===== config.mk =====
export PLATFORM = sky130hd
export DESIGN_NAME = mmcm_reset_sequencer
export DESIGN_NICKNAME = d
export VERILOG_FILES = /design/src/rtl/mmcm_reset_sequencer.sv
export SDC_FILE = /design/constraint.sdc
export NUM_CORES = 1
export LEC_CHECK = 0
export BUFFER_PORTS_ARGS = -buffer_cell sky130_fd_sc_hd__buf_2
export CORE_UTILIZATION = 52
export DETAILED_ROUTE_END_ITERATION = 12
export PLACE_DENSITY_LB_ADDON = 0.1
export SYNTH_ARGS = -nofsm -noshare
export SYNTH_HDL_FRONTEND = slang
export SYNTH_SLANG_ARGS = --single-unit
export TNS_END_PERCENT = 100

===== constraint.sdc =====
create_clock -name clk_100mhz -period 2 [get_ports clk_100mhz]
set_input_delay 0.2 -clock clk_100mhz [delete_from_list [all_inputs] [get_ports clk_100mhz]]
set_output_delay 0.2 -clock clk_100mhz [all_outputs]
set_load 0.1 [all_outputs]

===== src/rtl/mmcm_reset_sequencer.sv =====
// rtl/mmcm_reset_sequencer.sv - MMCM reset pulse / lock qualification sequencer, system reset release
// Optional build macro MMCM_RESET_SEQ_AUTO_RECOVER_EN: lock loss in RUN re-runs the MMCM reset instead of halting.
module mmcm_reset_sequencer #(
    parameter int RST_PULSE_CYCLES    = 16,
    parameter int LOCK_TIMEOUT_CYCLES = 100000,
    parameter int LOCK_STABLE_CYCLES  = 1024,
    parameter int SYNC_STAGES         = 3
) (
    input  logic       clk_100mhz,
    input  logic       reset,
    input  logic       mmcm_locked,
    output logic       mmcm_reset,
    output logic       sys_reset,
    output logic [1:0] state,
    output logic [7:0] retry_count,
    output logic       timeout
);

    localparam int MAX_AB  = (RST_PULSE_CYCLES > LOCK_TIMEOUT_CYCLES) ? RST_PULSE_CYCLES : LOCK_TIMEOUT_CYCLES;
    localparam int MAX_CYC = (MAX_AB > LOCK_STABLE_CYCLES) ? MAX_AB : LOCK_STABLE_CYCLES;
    localparam int CNT_W   = $clog2(MAX_CYC) + 1;

    // ST_HALT is the terminal lock-loss state; it reports the RESET_MMCM encoding on the state port.
    typedef enum logic [2:0] {
        ST_RESET_MMCM = 3'd0,
        ST_WAIT_LOCK  = 3'd1,
        ST_STABLE     = 3'd2,
        ST_RUN        = 3'd3,
        ST_HALT       = 3'd4
    } state_t;

    state_t                 cur_st;
    state_t                 nxt_st;
    logic [CNT_W-1:0]       cnt;
    logic [SYNC_STAGES-1:0] sync_q;
    logic                   locked_s;
    logic                   retry_inc;
    logic                   timeout_nxt;

    assign locked_s = sync_q[SYNC_STAGES-1];
    assign state    = cur_st[1:0];

    always_comb begin
        nxt_st      = cur_st;
        retry_inc   = 1'b0;
        timeout_nxt = 1'b0;
        case (cur_st)
            ST_RESET_MMCM: begin
                if (cnt == CNT_W'(RST_PULSE_CYCLES - 1))
                    nxt_st = ST_WAIT_LOCK;
            end
            ST_WAIT_LOCK: begin
                if (locked_s) begin
                    nxt_st = ST_STABLE;
                end else if (cnt == CNT_W'(LOCK_TIMEOUT_CYCLES - 1)) begin
                    nxt_st      = ST_RESET_MMCM;
                    timeout_nxt = 1'b1;
                    retry_inc   = 1'b1;
                end
            end
            ST_STABLE: begin
                if (!locked_s)
                    nxt_st = ST_WAIT_LOCK;
                else if (cnt == CNT_W'(LOCK_STABLE_CYCLES - 1))
                    nxt_st = ST_RUN;
            end
            ST_RUN: begin
                if (!locked_s) begin
                    retry_inc = 1'b1;
`ifdef MMCM_RESET_SEQ_AUTO_RECOVER_EN
                    nxt_st = ST_RESET_MMCM;
`else
                    nxt_st = ST_HALT;
`endif
                end
            end
            default: nxt_st = cur_st;
        endcase
    end

    always_ff @(posedge clk_100mhz or posedge reset) begin
        if (reset) begin
            cur_st      <= ST_RESET_MMCM;
            cnt         <= '0;
            sync_q      <= '0;
            mmcm_reset  <= 1'b1;
            sys_reset   <= 1'b1;
            retry_count <= 8'd0;
            timeout     <= 1'b0;
        end else begin
            cur_st <= nxt_st;
            if (nxt_st != cur_st || cur_st == ST_RUN || cur_st == ST_HALT)
                cnt <= '0;
            else
                cnt <= cnt + 1'b1;
            // Flushing during the MMCM reset keeps a pre-reset lock from leaking into WAIT_LOCK.
            if (cur_st == ST_RESET_MMCM)
                sync_q <= '0;
            else
                sync_q <= {sync_q[SYNC_STAGES-2:0], mmcm_locked};
            mmcm_reset <= (nxt_st == ST_RESET_MMCM);
            sys_reset  <= (nxt_st != ST_RUN);
            timeout    <= timeout_nxt;
            if (retry_inc && retry_count != 8'hff)
                retry_count <= retry_count + 8'd1;
        end
    end

endmodule


* After elaboration in Yosys (flattened, before gate mapping)
Cells that the tools add are included.
** Operators by class
- Reductions and logical operators :: 5
- Eq/ne operators :: 10
- Add/subtract/negate cells :: 2
- Mux-type cells :: 14
** Operators by type and width (number)
- $mux 3 :: 7
- $add 18x1->18 const B :: 1
- $eq 18x10->1 const B :: 1
- $eq 18x17->1 const B :: 1
- $eq 18x4->1 const B :: 1
- $mux 18 :: 1
- $pmux 3 s4 :: 1
- $add 8x1->8 const B :: 1
- $ne 8x8->1 const B :: 1
- $eq 3x2->1 const B :: 2
- $logic_not 3->1 :: 2
- $mux 1 :: 4
- $eq 3x1->1 const B :: 1
- $eq 3x3->1 const B :: 1
- $ne 3x2->1 const B :: 1
- $ne 3x3->1 :: 1
- $logic_or 1x1->1 :: 2
- $pmux 1 s2 :: 1
- $logic_and 1x1->1 :: 1
** Storage, ports and cells
- Output and inout port bits :: 13
- Input bits :: 3
- Logic and storage cells :: 38
- Bits in registers :: 35

* Logic depth before layout (Yosys ltp)
Gate-level depths: netlist (run 1).
- Depth in word-level cells :: 8
- Depth in mapped cells :: 8
- Mapped depth without buffers :: 6

* Least setup slack after synthesis (run 1)
Ideal clock, no wire load.
- Path kind :: reg-to-reg
- Start point :: reg cnt[12]
- End point :: reg retry_count[1]
- Period minus slack after synthesis :: 2098 ps
- Data arrival time :: 1972 ps
- Cell stages (with the launch flop) :: 6
- Setup slack :: -98 ps
- Library setup time :: 126 ps
- Path buffers :: 0
- Data required time :: 1874 ps
- Path through :: dfrtp_1 or4_4 nor4b_4 a21oi_2 a21oi_2 mux2_2
** Between the ends
- Cells in the longest elaborated chain, start to end :: 5
** RTL lines
- start: declaration :: line 34 : logic [CNT_W-1:0] cnt;
- start signal: assignment :: line 95 : cnt <= cnt + 1'b1;
- $eq 18x17->1 :: line 55 : end else if (cnt == CNT_W'(LOCK_TIMEOUT_CYCLES - 1)) begin
- $mux 1 :: line 55
- $mux 1 :: line 53 : if (locked_s) begin
- $pmux 1 s2 :: line 47 : case (cur_st)
- $logic_and 1x1->1 :: line 104 : if (retry_inc && retry_count != 8'hff)
- end signal: assignment :: line 105 : retry_count <= retry_count + 8'd1;
- end: declaration :: line 15 : output logic [7:0] retry_count,
Every way passes these cells.
A chain may end at the register's enable or synchronous reset.

* Worst setup path in the final report (run 1)
- Start point :: reg cnt[14]
- End point :: reg cnt[14]
** Between the ends
- Cells in the longest elaborated chain, start to end :: 8
- Elaborated cells between the ends (all ways) :: 14
- Those cells by class :: add/sub: 1; eq/ne: 4; mux: 7; reduce/logical: 2
** RTL lines
- $eq 18x10->1 or $eq 18x17->1 (tied branches) :: line 64, 55
- $mux 3, on equally long branches :: line 64, 55
- $mux 3, on equally long branches :: line 62, 53
- $pmux 3 s4 :: line 47
- $ne 3x3->1 :: line 92 : if (nxt_st != cur_st || cur_st == ST_RUN || cur_st == ST_HALT)
- $logic_or 1x1->1 (2 in a row) :: line 92
- $mux 18 * :: line 92
Mark *: on every way between the ends. The rest lies on a longest branch, timed or not.

==> reports/qor.yml, run 1 <==
outcome: "complete, but fails checks"
violations: "setup timing"
fin_tns_setup_ns: -0.241
worst_pin_slew_ns: 0.491
synthCells: 183
cts.sinks: 35
timing.fmax_ghz: 0.494
r2r_cells: 6
setup_violations: 20
power_leakage_nw: 1.00
syn_area_um2: 1800
cts_tree: "built"
layout_common_cells: "dfrtp_1 (30), nor2_1 (25), buf_4 (21), buf_2 (15)"
gr-total-overflow: 0
antenna_found_initial: 0
fin_area_um2: 2180
vdd_drop_max_mv: 0.511
drc: 0
grt_start_max_net_pins: 36
post_route_cells_drive_above_1_share: 0.298
clockRootBuffer: "clkbuf_4"
ys_seq_area_frac: 0.487
crit_required_ns: 2.23
numCtsBuffers: 5
worst_clock_skew_ns: 0.0127
hold_viol_final: 0
htreeDepth: 2
grt_pass1_vias: 1285
synth_enable_flop_cells: 0
rows: 21
slew-limit-headroom: 0.675
min-delay-start: "mmcm_locked"
wl_um: 3390
hpwl_um: 2430
power_mw: 2.65
start_kind: "flip-flop"
dr.first_iter.drc_count: 102
cpLargestDelayFamily: "simple AND/OR/NAND/NOR gates"
r2r_slack_ns: -0.02
syn_avg_cell_area_um2: 9.85
gr-usage-all-layers: 0.211
coreArea_um2: 3340
synth_cell_type_count: 42
fin_cells: 264
power_frac_clock: 0.151
drtAntennaViolNets: 0
routedWlPerCell_um: 12.8
clk_pin_slew_ns: 0.11
area_delta_synth_final_pct: 20.8
final_core_util: 0.653
power.net_switching_mw: 1.22
die_area_um2: 3710
path_cells: "or4_4 > nor4_1 > a221oi_2 > o2111ai_2 > buf_12 > nor2_1"
synthArstFlopShare: 1.00
clkLatencyLatePin_ns: 0.34
ys_ff_latch: 35
place_ws_ns: -0.0592
min_path_cells: 2
hp-class: "input pin to flip-flop"
placed_area_um2: 2060
whs_endpoint: "sync_q[0]$_DFF_PP0_"
finalCritPeriodShare: 1.01
cts.path.max_buffers: 2
worst-path-stages: 6
start_util: 0.540
grt_pass1_wl_um: 5620
via_count: 1397
crit_path_end_kind: "flip-flop"
layout.nets: 222
power_frac_seq: 0.356
dr.pass1.iters: 4
netSwitchingFraction: 0.460
dp.cells: 254
die_w_um: 60.9
antennaDiodeCount: 0
io_pins: 16
worstPathArrival_ns: 2.25
gp_congestion: 0.798
maxSlewViolCount: 0
setup_ws_ns: -0.0237
synth_fp_nets: 188
p_per_area_nw_per_um2: 1220
period_minus_slack_ns: 2.02
die_h_um: 60.9
cap_violations: 0
mostFrequentLayoutCell: "dfrtp_1"
cp_max_fo: 18
final.fill_count: 285
yosysWarnings: 0
io_buffer_count: 15
slowest_stage: "or4_4"
reg2reg_from: "cnt[14]$_DFF_PP0_"
slowest_delay_ns: 0.57
rsz0062_at_grt: "true"
path_class: "flip-flop to flip-flop"
whs_ns: 0.101
p_int_mw: 1.43
p_comb_frac: 0.492
path_buf_inv: 1
synth-main-ff-cell: "dfrtp_1"
r2r_end: "cnt[14]$_DFF_PP0_"
via_per_inst: 5.29
## routing by layer
layer	routed length (um)	global-route usage	part of all wire
met1	1640	0.277	0.48
met4	57	0.0877	0.017
met3	121	0.0640	0.036
met2	1570	0.327	0.46
met5	0	0	0
## worst max-delay path by stage
stage,start,end,slack [ns]
after global routing,cnt[14]$_DFF_PP0_,retry_count[1]$_DFFE_PP0P_,-0.1
after global placement,cnt[17]$_DFF_PP0_,retry_count[4]$_DFFE_PP0P_,0.03
after CTS,cnt[14]$_DFF_PP0_,retry_count[1]$_DFFE_PP0P_,-0.03
after floorplan,cnt[13]$_DFF_PP0_,retry_count[7]$_DFFE_PP0P_,-0.03
after detailed placement,cnt[17]$_DFF_PP0_,retry_count[1]$_DFFE_PP0P_,-0.06
final,cnt[14]$_DFF_PP0_,cnt[14]$_DFF_PP0_,-0.02
## cell usage after synthesis (all sizes together), types with 2 or more instances
| cell type | number | area, um^2 |
|---|---|---|
| xnor2 | 9 | 78.8 |
| mux2 | 4 | 45.0 |
| nand3 | 10 | 50.1 |
| o21ai | 2 | 10.0 |
| buf | 4 | 31.3 |
| nor2 | 25 | 93.8 |
| dfstp | 2 | 52.6 |
| or3 | 2 | 12.5 |
| nor3 | 11 | 55.1 |
| nand2 | 10 | 37.5 |
| inv | 6 | 22.5 |
| or4 | 2 | 18.8 |
| and3 | 6 | 37.5 |
| a21oi | 6 | 37.5 |
| a31oi | 2 | 12.5 |
| nand4 | 9 | 56.3 |
| o2111ai | 2 | 23.8 |
| dfrtp | 33 | 826 |
| nor2b | 4 | 25.0 |
| ha | 2 | 25.0 |
| xor2 | 10 | 87.6 |
| and4 | 2 | 18.8 |
| clkbuf | 8 | 30.0 |
## kinds of logic after synthesis
family                   synth area share
AND/OR/NAND/NOR                     0.259
flip-flops                          0.487
AO/OA/AOI/OAI                      0.0708
XOR/XNOR                           0.0923
adder cells (fa/ha/maj)            0.0194
buffers and inverters              0.0465
multiplexers                       0.0250
## state kept, by name, summed over array words and instances, names as in the netlist
register and cells:
timeout 1, sys_reset 1, cnt 18, cur_st 3, retry_count 8, sync_q 3, mmcm_reset 1
## power by group through the flow
stage | logic [mW] | clock network [mW] | registers (mW)
global placement | 1.28 | 0 | 0.945
global route | 1.40 | 0.457 | 0.964
detailed placement | 1.28 | 0 | 0.951
finish | 1.31 | 0.401 | 0.944
floorplan | 0.732 | 0 | 1.21
CTS | 1.29 | 0.417 | 0.940
## final cells by class
class / instances / area, um^2 / area share
Timing Repair Buffer: 39 / 274 / 0.126
Multi-Input combinational cell: 130 / 882 / 0.405
Sequential cell: 35 / 882 / 0.405
Clock inverter: 1 / 5.00 / 0.00230
Inverter: 6 / 22.5 / 0.0103
Clock buffer: 7 / 55.1 / 0.0253
Tap cell: 46 / 57.6 / 0.0264
## repair_timing
action                                  4_1_cts  5_1_grt
hold buffers                                  1        0
hold endpoints to repair                     33        0
buffers inserted                              1        0
pin swaps                                     1        2
resized for setup                             3        3
endpoints found under the setup margin       22       24
Note: power is estimated with default switching activity, not from simulation.
==> run 2, diff against run 1 <==
- ABC_AREA: default -> 1
- CORE_UTILIZATION: 52 -> 53
- CTS_CLUSTER_DIAMETER: default -> 40
==> run 2 against run 1 <==
Net effect:
- the flow finishes with violations (hold timing)
- sequential power fell by 1%
- via count rose by 12%
- synthesized cell count rose by 32%
- global-route usage fell by 0.074 points
==> reports/qor.yml, run 2 <==
antenna_found_initial: 0  # unchanged
drc: 0  # unchanged
drtAntennaViolNets: 0  # unchanged
gp_congestion: 0.932  # +17%
finalCritPeriodShare: 0.895  # -0.116
top_register: "cnt"
whs_ns: -0.0109  # -0.112 ns
synth.area.top_cells: "dfrtp_1 (41%), nand2_1 (9.7%), nor2_1 (6.7%)"
ys_ff_latch: 35  # unchanged
postCtsSetupBuffers: 0  # -1
clkLatencyLatePin_ns: 0.29  # -0.05 ns
area_delta_synth_final_pct: 14.3
syn_area_um2: 2010  # +12%
power_frac_seq: 0.332  # -0.024
grt_pass1_vias: 1439  # +12%
die_area_um2: 4050  # +9.3%
dr.pass1.iters: 4  # unchanged
cts_tree: "built"
crit_path_frequent_cell: "nand2_1"
violations: "hold timing"
numCtsBuffers: 5  # unchanged
ys_seq_area_frac: 0.436  # -0.0511
synth_top_area_cell: "dfrtp_1"
outcome: "complete, but fails checks"
start_kind: "flip-flop"
worstPathArrival_ns: 1.97  # -0.28 ns
hold_viol_final: 33  # +33
clk_pin_slew_ns: 0.07  # -0.04 ns
die_w_um: 63.7  # +4.5%
p_int_mw: 1.62  # +13%
gr-usage-all-layers: 0.211  # -0.000739
maxSlewViolCount: 0  # unchanged
via_per_inst: 5.00  # -5.5%
hpwl_um: 2750  # +13%
slew-limit-headroom: 0.679  # +0.00433
worst_pin_slew_ns: 0.484  # -0.00654 ns
routedWlPerCell_um: 11.7  # -8.9%
largest_reg_flops: 18  # unchanged
slowest_stage: "dfrtp_1"
cpLargestDelayFamily: "simple AND/OR/NAND/NOR gates"
grt_start_max_net_pins: 36  # unchanged
fin_area_um2: 2300  # +5.7%
reg.largest.list: "cnt (18), retry_count (8)"
yosysMostFrequentCell: "nand2_1"
synthCells: 242  # +32%
grt_pass1_wl_um: 6580  # +17%
die_h_um: 63.7  # +4.5%
cts.sinks: 35  # unchanged
power_frac_clock: 0.270  # +0.119
wl_um: 3670  # +8.3%
fin_cells: 314  # +19%
io_pins: 16  # unchanged
setup_violations: 0  # -100%
worst_clock_skew_ns: 0.00541  # -0.00729 ns
synth-main-ff-cell: "dfrtp_1"
gr-total-overflow: 0  # unchanged
slowest_delay_ns: 0.35  # -0.22 ns
crit_path_end_kind: "flip-flop"
synth_cell_type_count: 30  # -29%
synthArstFlopShare: 1.00  # unchanged
post_route_cells_drive_above_1_share: 0.244  # -0.0538
antennaDiodeCount: 0  # unchanged
ctsResizeCount: 0  # -3
mostFrequentLayoutCell: "nand2_1"
dr.first_iter.drc_count: 95  # -6.9%
cts_hold_buf: 0  # -1
fin_tns_setup_ns: 0  # +0.241 ns
placed_area_um2: 2170  # +5.0%
via_count: 1571  # +12%
start_util: 0.550  # +0.00993
cap_violations: 0  # unchanged
rows: 22  # +4.8%
p_per_area_nw_per_um2: 1220  # about the same
clockRootBuffer: "clkbuf_8"
htreeDepth: 2  # unchanged
dp.cells: 306  # +20%
yosysWarnings: 0  # unchanged
power.net_switching_mw: 1.18  # -3.3%
p_comb_frac: 0.398  # -0.094
vdd_drop_max_mv: 0.648  # +27%
synth_enable_flop_cells: 0  # unchanged
cts.path.max_buffers: 2  # unchanged
crit_required_ns: 2.17  # -0.06 ns
period_minus_slack_ns: 1.79  # -0.233 ns
synth_fp_nets: 247  # +31%
rsz0062_at_grt: "false"
cp_max_fo: 10  # -8
hp-class: "input pin to async pin"
path_buf_inv: 1  # unchanged
netSwitchingFraction: 0.421  # -0.0391
layout.nets: 270  # +22%
coreArea_um2: 3660  # +9.7%
io_buffer_count: 15  # unchanged
layout_common_cells: "nand2_1 (51), nor2_1 (36), dfrtp_1 (31), inv_1 (22), buf_2 (15)"
power_leakage_nw: 1.06  # +5.3%
yosysTopAreaCellShare: 0.410  # -0.0481
path_cells: "ha_1 > nand3_2 > nor3_2 > nand2_1 > nand2_1 > nand2_1 > nand3_2 > nand2_2 > nand2_4 > buf_4 > nor2_4"
synthTopCellsByCount: "nand2_1 (52), nor2_1 (36), dfrtp_1 (33), inv_1 (23), nand3_1 (12)"
timing.fmax_ghz: 0.558  # +13%
path_class: "flip-flop to flip-flop"
syn_avg_cell_area_um2: 8.32  # -16%
-- run 2: cell families (layout without fill, tap and decap cells) --
logic type	Yosys count	after routing	share of synthesized area
simple gates	143	143	0.367
flops	35	35	0.436
buf+inv	33	57	0.0758
xor+xnor	19	19	0.0826
compound gates	10	10	0.0261
fa+ha+maj	2	2	0.0124
-- run 2: worst paths after layout --
kind                                      from                          to  slack, ns  depth (start not counted)
min reg2reg                sync_q[0]$_DFF_PP0_         sync_q[1]$_DFF_PP0_       0.47                          2
max                           cnt[0]$_DFF_PP0_           cnt[11]$_DFF_PP0_       0.21                         11
max reg2reg                   cnt[0]$_DFF_PP0_           cnt[11]$_DFF_PP0_       0.21                         11
min in group clk_100mhz            mmcm_locked         sync_q[0]$_DFF_PP0_       0.11                          3
max in group asynchronous                reset         sys_reset$_DFF_PP1_       1.68                          3
min                                      reset  retry_count[6]$_DFFE_PP0P_      -0.01                          3
-- run 2: power groups by stage --
stage | clock network, mW | logic [mW] | registers (mW)
CTS | 0.774 | 1.13 | 0.928
detailed placement | 0 | 1.12 | 0.940
global route | 0.804 | 1.22 | 0.950
floorplan | 0 | 0.777 | 1.09
global placement | 0 | 1.12 | 0.938
finish | 0.757 | 1.11 | 0.930
-- run 2: area by class of cell --
cell class	count	area, um^2
Fill cell	328	1360
Multi-Input combinational cell	174	986
Sequential cell	35	881
Timing Repair Buffer	22	140
Inverter	27	103
Clock buffer	6	72.6
Clock inverter	2	60.1
Tap cell	48	60.1
-- run 2: routing by layer --
metal | up-vias | track usage | share of wire
li1 | 802 | - | -
met1 | 720 | 0.302 | 0.50
met2 | 43 | 0.307 | 0.45
met3 | 6 | 0.0616 | 0.042
met4 | 0 | 0.0568 | 0.010
met5 | - | 0 | 0
-- run 2: worst reg2reg max path, delay by kind of cell (launching register included) --
kind	cells	cell delay (ns)
buf+inv	1	0.19
flops	1	0.35
fa+ha+maj	1	0.20
simple gates	9	0.93
-- run 2: per-stage QoR --
step / hold slack [ns] / total power [mW] / util / setup slack, ns
6_report: -0.0109 / 2.80 / 0.629 / 0.209
5_1_grt: 0.0291 / 2.97 / 0.629 / 0.0423
4_1_cts: 0.00353 / 2.83 / 0.628 / 0.117
3_5_place_dp: 0.324 / 2.06 / 0.592 / 0.143
3_3_place_gp: 0.314 / 2.06 / 0.592 / 0.135
2_1_floorplan: 0.306 / 1.87 / - / 0.0653
==> run 3, diff against run 2 <==
- SETUP_SLACK_MARGIN: default -> 0.3
==> run 3 against run 2 <==
Net effect:
- the flow still finishes with violations (hold timing)
- fmax grew 5.3%
- clock skew increased by 0.0028 ns
- critical path depth unchanged
- critical endpoint is now cnt[0]$_DFF_PP0_
- largest power group unchanged
- first-iteration DRC count down 5.3%
- cell count up 2.2%
- global-route usage is 0.20 points higher
- non-clock buffer count is 7 higher
- core utilization rose by 3.7 points
- wire length is 8.2% higher
==> reports/qor.yml, run 3 (same netlist as run 2, synthesis figures left out) <==
die_w_um: 63.7  # unchanged
p_int_mw: 1.62  # -0.12%
whs_ns: -0.00933  # +0.00160 ns
p_comb_frac: 0.451  # +0.053
outcome: "complete, but fails checks"
via_count: 1613  # +2.7%
rsz0062_at_grt: "true"
routedWlPerCell_um: 12.4  # +5.9%
dr.pass1.iters: 4  # unchanged
crit_path_end_kind: "flip-flop"
layout.nets: 277  # +2.6%
power.net_switching_mw: 1.24  # +5.5%
final_core_util: 0.666  # +0.0369
gr-total-overflow: 0  # unchanged
grt_start_max_net_pins: 36  # unchanged
reg.largest.list: "cnt (18), retry_count (8)"
layout_common_cells: "nand2_1 (50), nor2_1 (31), dfrtp_1 (26), inv_1 (22), buf_2 (15)"
vdd_drop_max_mv: 0.624  # -3.8%
power_leakage_nw: 1.12  # +5.4%
seqCellArea_um2: 892  # +1.3%
die_area_um2: 4050  # unchanged
period_minus_slack_ns: 1.70  # -0.0896 ns
area_delta_synth_final_pct: 21.0
p_per_area_nw_per_um2: 1170  # -3.4%
grt_pass1_vias: 1473  # +2.4%
worst_pin_slew_ns: 0.486  # +0.00194 ns
netSwitchingFraction: 0.434  # +0.0133
io_buffer_count: 15  # unchanged
hp-class: "input pin to async pin"
antennaDiodeCount: 0  # unchanged
cap_violations: 0  # unchanged
fin_tns_setup_ns: 0  # unchanged
cts.sinks: 35  # unchanged
hold_viol_final: 20  # -39%
hpwl_um: 2700  # -1.8%
drtAntennaViolNets: 0  # unchanged
fin_cells: 321  # +2.2%
finalCritPeriodShare: 0.851  # -0.0448
via_per_inst: 5.02  # +0.43%
crit_required_ns: 2.18  # about the same
grt_pass1_wl_um: 6510  # -0.94%
cts_tree: "built"
cts.path.max_buffers: 2  # unchanged
wl_um: 3980  # +8.2%
htreeDepth: 2  # unchanged
final.fill_count: 307  # -6.4%
gr-usage-all-layers: 0.213  # +0.00195
die_h_um: 63.7  # unchanged
clkLatencyLatePin_ns: 0.29  # about the same
setup_violations: 0  # unchanged
power_frac_clock: 0.216  # -0.054
drc: 0  # unchanged
maxSlewViolCount: 0  # unchanged
path_class: "flip-flop to flip-flop"
mostFrequentLayoutCell: "nand2_1"
dp.cells: 304  # -0.65%
post_route_cells_drive_above_1_share: 0.319  # +0.0743
io_pins: 16  # unchanged
numCtsBuffers: 5  # unchanged
slew-limit-headroom: 0.678  # -0.00129
largest_reg_flops: 18  # unchanged
antenna_found_initial: 0  # unchanged
worst_clock_skew_ns: 0.00816  # +0.00276 ns
violations: "hold timing"
rows: 22  # unchanged
multi_input_area_um2: 1080  # +9.1%
start_util: 0.550  # unchanged
cp_max_fo: 8  # -2
gp_congestion: 0.876  # -6.1%
power_frac_seq: 0.333  # about the same
worstPathArrival_ns: 1.88  # -0.09 ns
clockRootBuffer: "clkbuf_8"
dr.first_iter.drc_count: 90  # -5.3%
coreArea_um2: 3660  # unchanged
top_register: "cnt"
timing.fmax_ghz: 0.588  # +5.3%
clk_pin_slew_ns: 0.07  # about the same
start_kind: "flip-flop"
==> run 3: cell count changes in the layout (fill, tap and decap cells not counted), sizes merged <==
cell and delta:
buf +7, clkbuf +1, bufinv -1
==> run 3: through the flow <==
step | setup WS, ns | hold slack [ns] | cell area (um^2) | total power, mW
floorplan | 0.360 | 0.306 | 2040 | 1.89
global placement | 0.204 | 0.319 | 2170 | 2.04
detailed placement | 0.195 | 0.320 | 2170 | 2.05
CTS | 0.319 | 0.00240 | 2310 | 2.70
global route | 0.218 | 0.0189 | 2440 | 3.00
finish | 0.299 | -0.00933 | 2440 | 2.86
==> run 3: worst paths after layout <==
kind | startpoint | end | cells past startpoint | slack [ns]
min | reset | retry_count[7]$_DFFE_PP0P_ | 3 | -0.009
max in group asynchronous | reset | retry_count[1]$_DFFE_PP0P_ | 3 | 1.67
min reg2reg | sync_q[0]$_DFF_PP0_ | sync_q[1]$_DFF_PP0_ | 2 | 0.47
min in group clk_100mhz | mmcm_locked | sync_q[0]$_DFF_PP0_ | 3 | 0.12
max reg2reg | cnt[0]$_DFF_PP0_ | cnt[0]$_DFF_PP0_ | 11 | 0.30
max | cnt[0]$_DFF_PP0_ | cnt[0]$_DFF_PP0_ | 11 | 0.30
==> run 3: metal layers <==
layer,global-route usage,up-vias,share of wire
met4,0.0824,0,0.015
met3,0.0598,7,0.039
met2,0.306,31,0.46
met1,0.300,757,0.48
li1,-,818,-
met5,0,-,0
==> run 3: timing repair <==
action | 4_1_cts | 5_1_grt
resized for setup | 4 | 18
endpoints found under the setup margin | 18 | 18
pin swaps | 0 | 9
hold buffers | 0 | 0
setup buffers | 1 | 8
==> run 3: cell type report <==
cell class / instances / share of cell area
Clock buffer: 7 / 0.0313
Clock inverter: 1 / 0.0123
Multi-Input combinational cell: 174 / 0.441
Sequential cell: 35 / 0.366
Tap cell: 48 / 0.0246
Inverter: 27 / 0.0421
Timing Repair Buffer: 29 / 0.0821
==> run 3: power groups by stage <==
stage	Sequential, mW	Combinational [mW]	Clock, mW
6_report	0.954	1.29	0.618
5_1_grt	0.967	1.38	0.659
4_1_cts	0.947	1.12	0.632
3_5_place_dp	0.964	1.09	0
3_3_place_gp	0.962	1.08	0
2_1_floorplan	1.11	0.783	0
==> run 3: worst max-delay path: stages (launching register included) <==
cell and delay (ns):
dfrtp_1 0.42, ha_4 0.17, nand3_4 0.14, nor3_4 0.19, nand2_1 0.07, nand2_1 0.06, nand2_2 0.06, nand3_4 0.06
nand2_2 0.06, nand2_4 0.13, buf_12 0.17, nor2_1 0.05
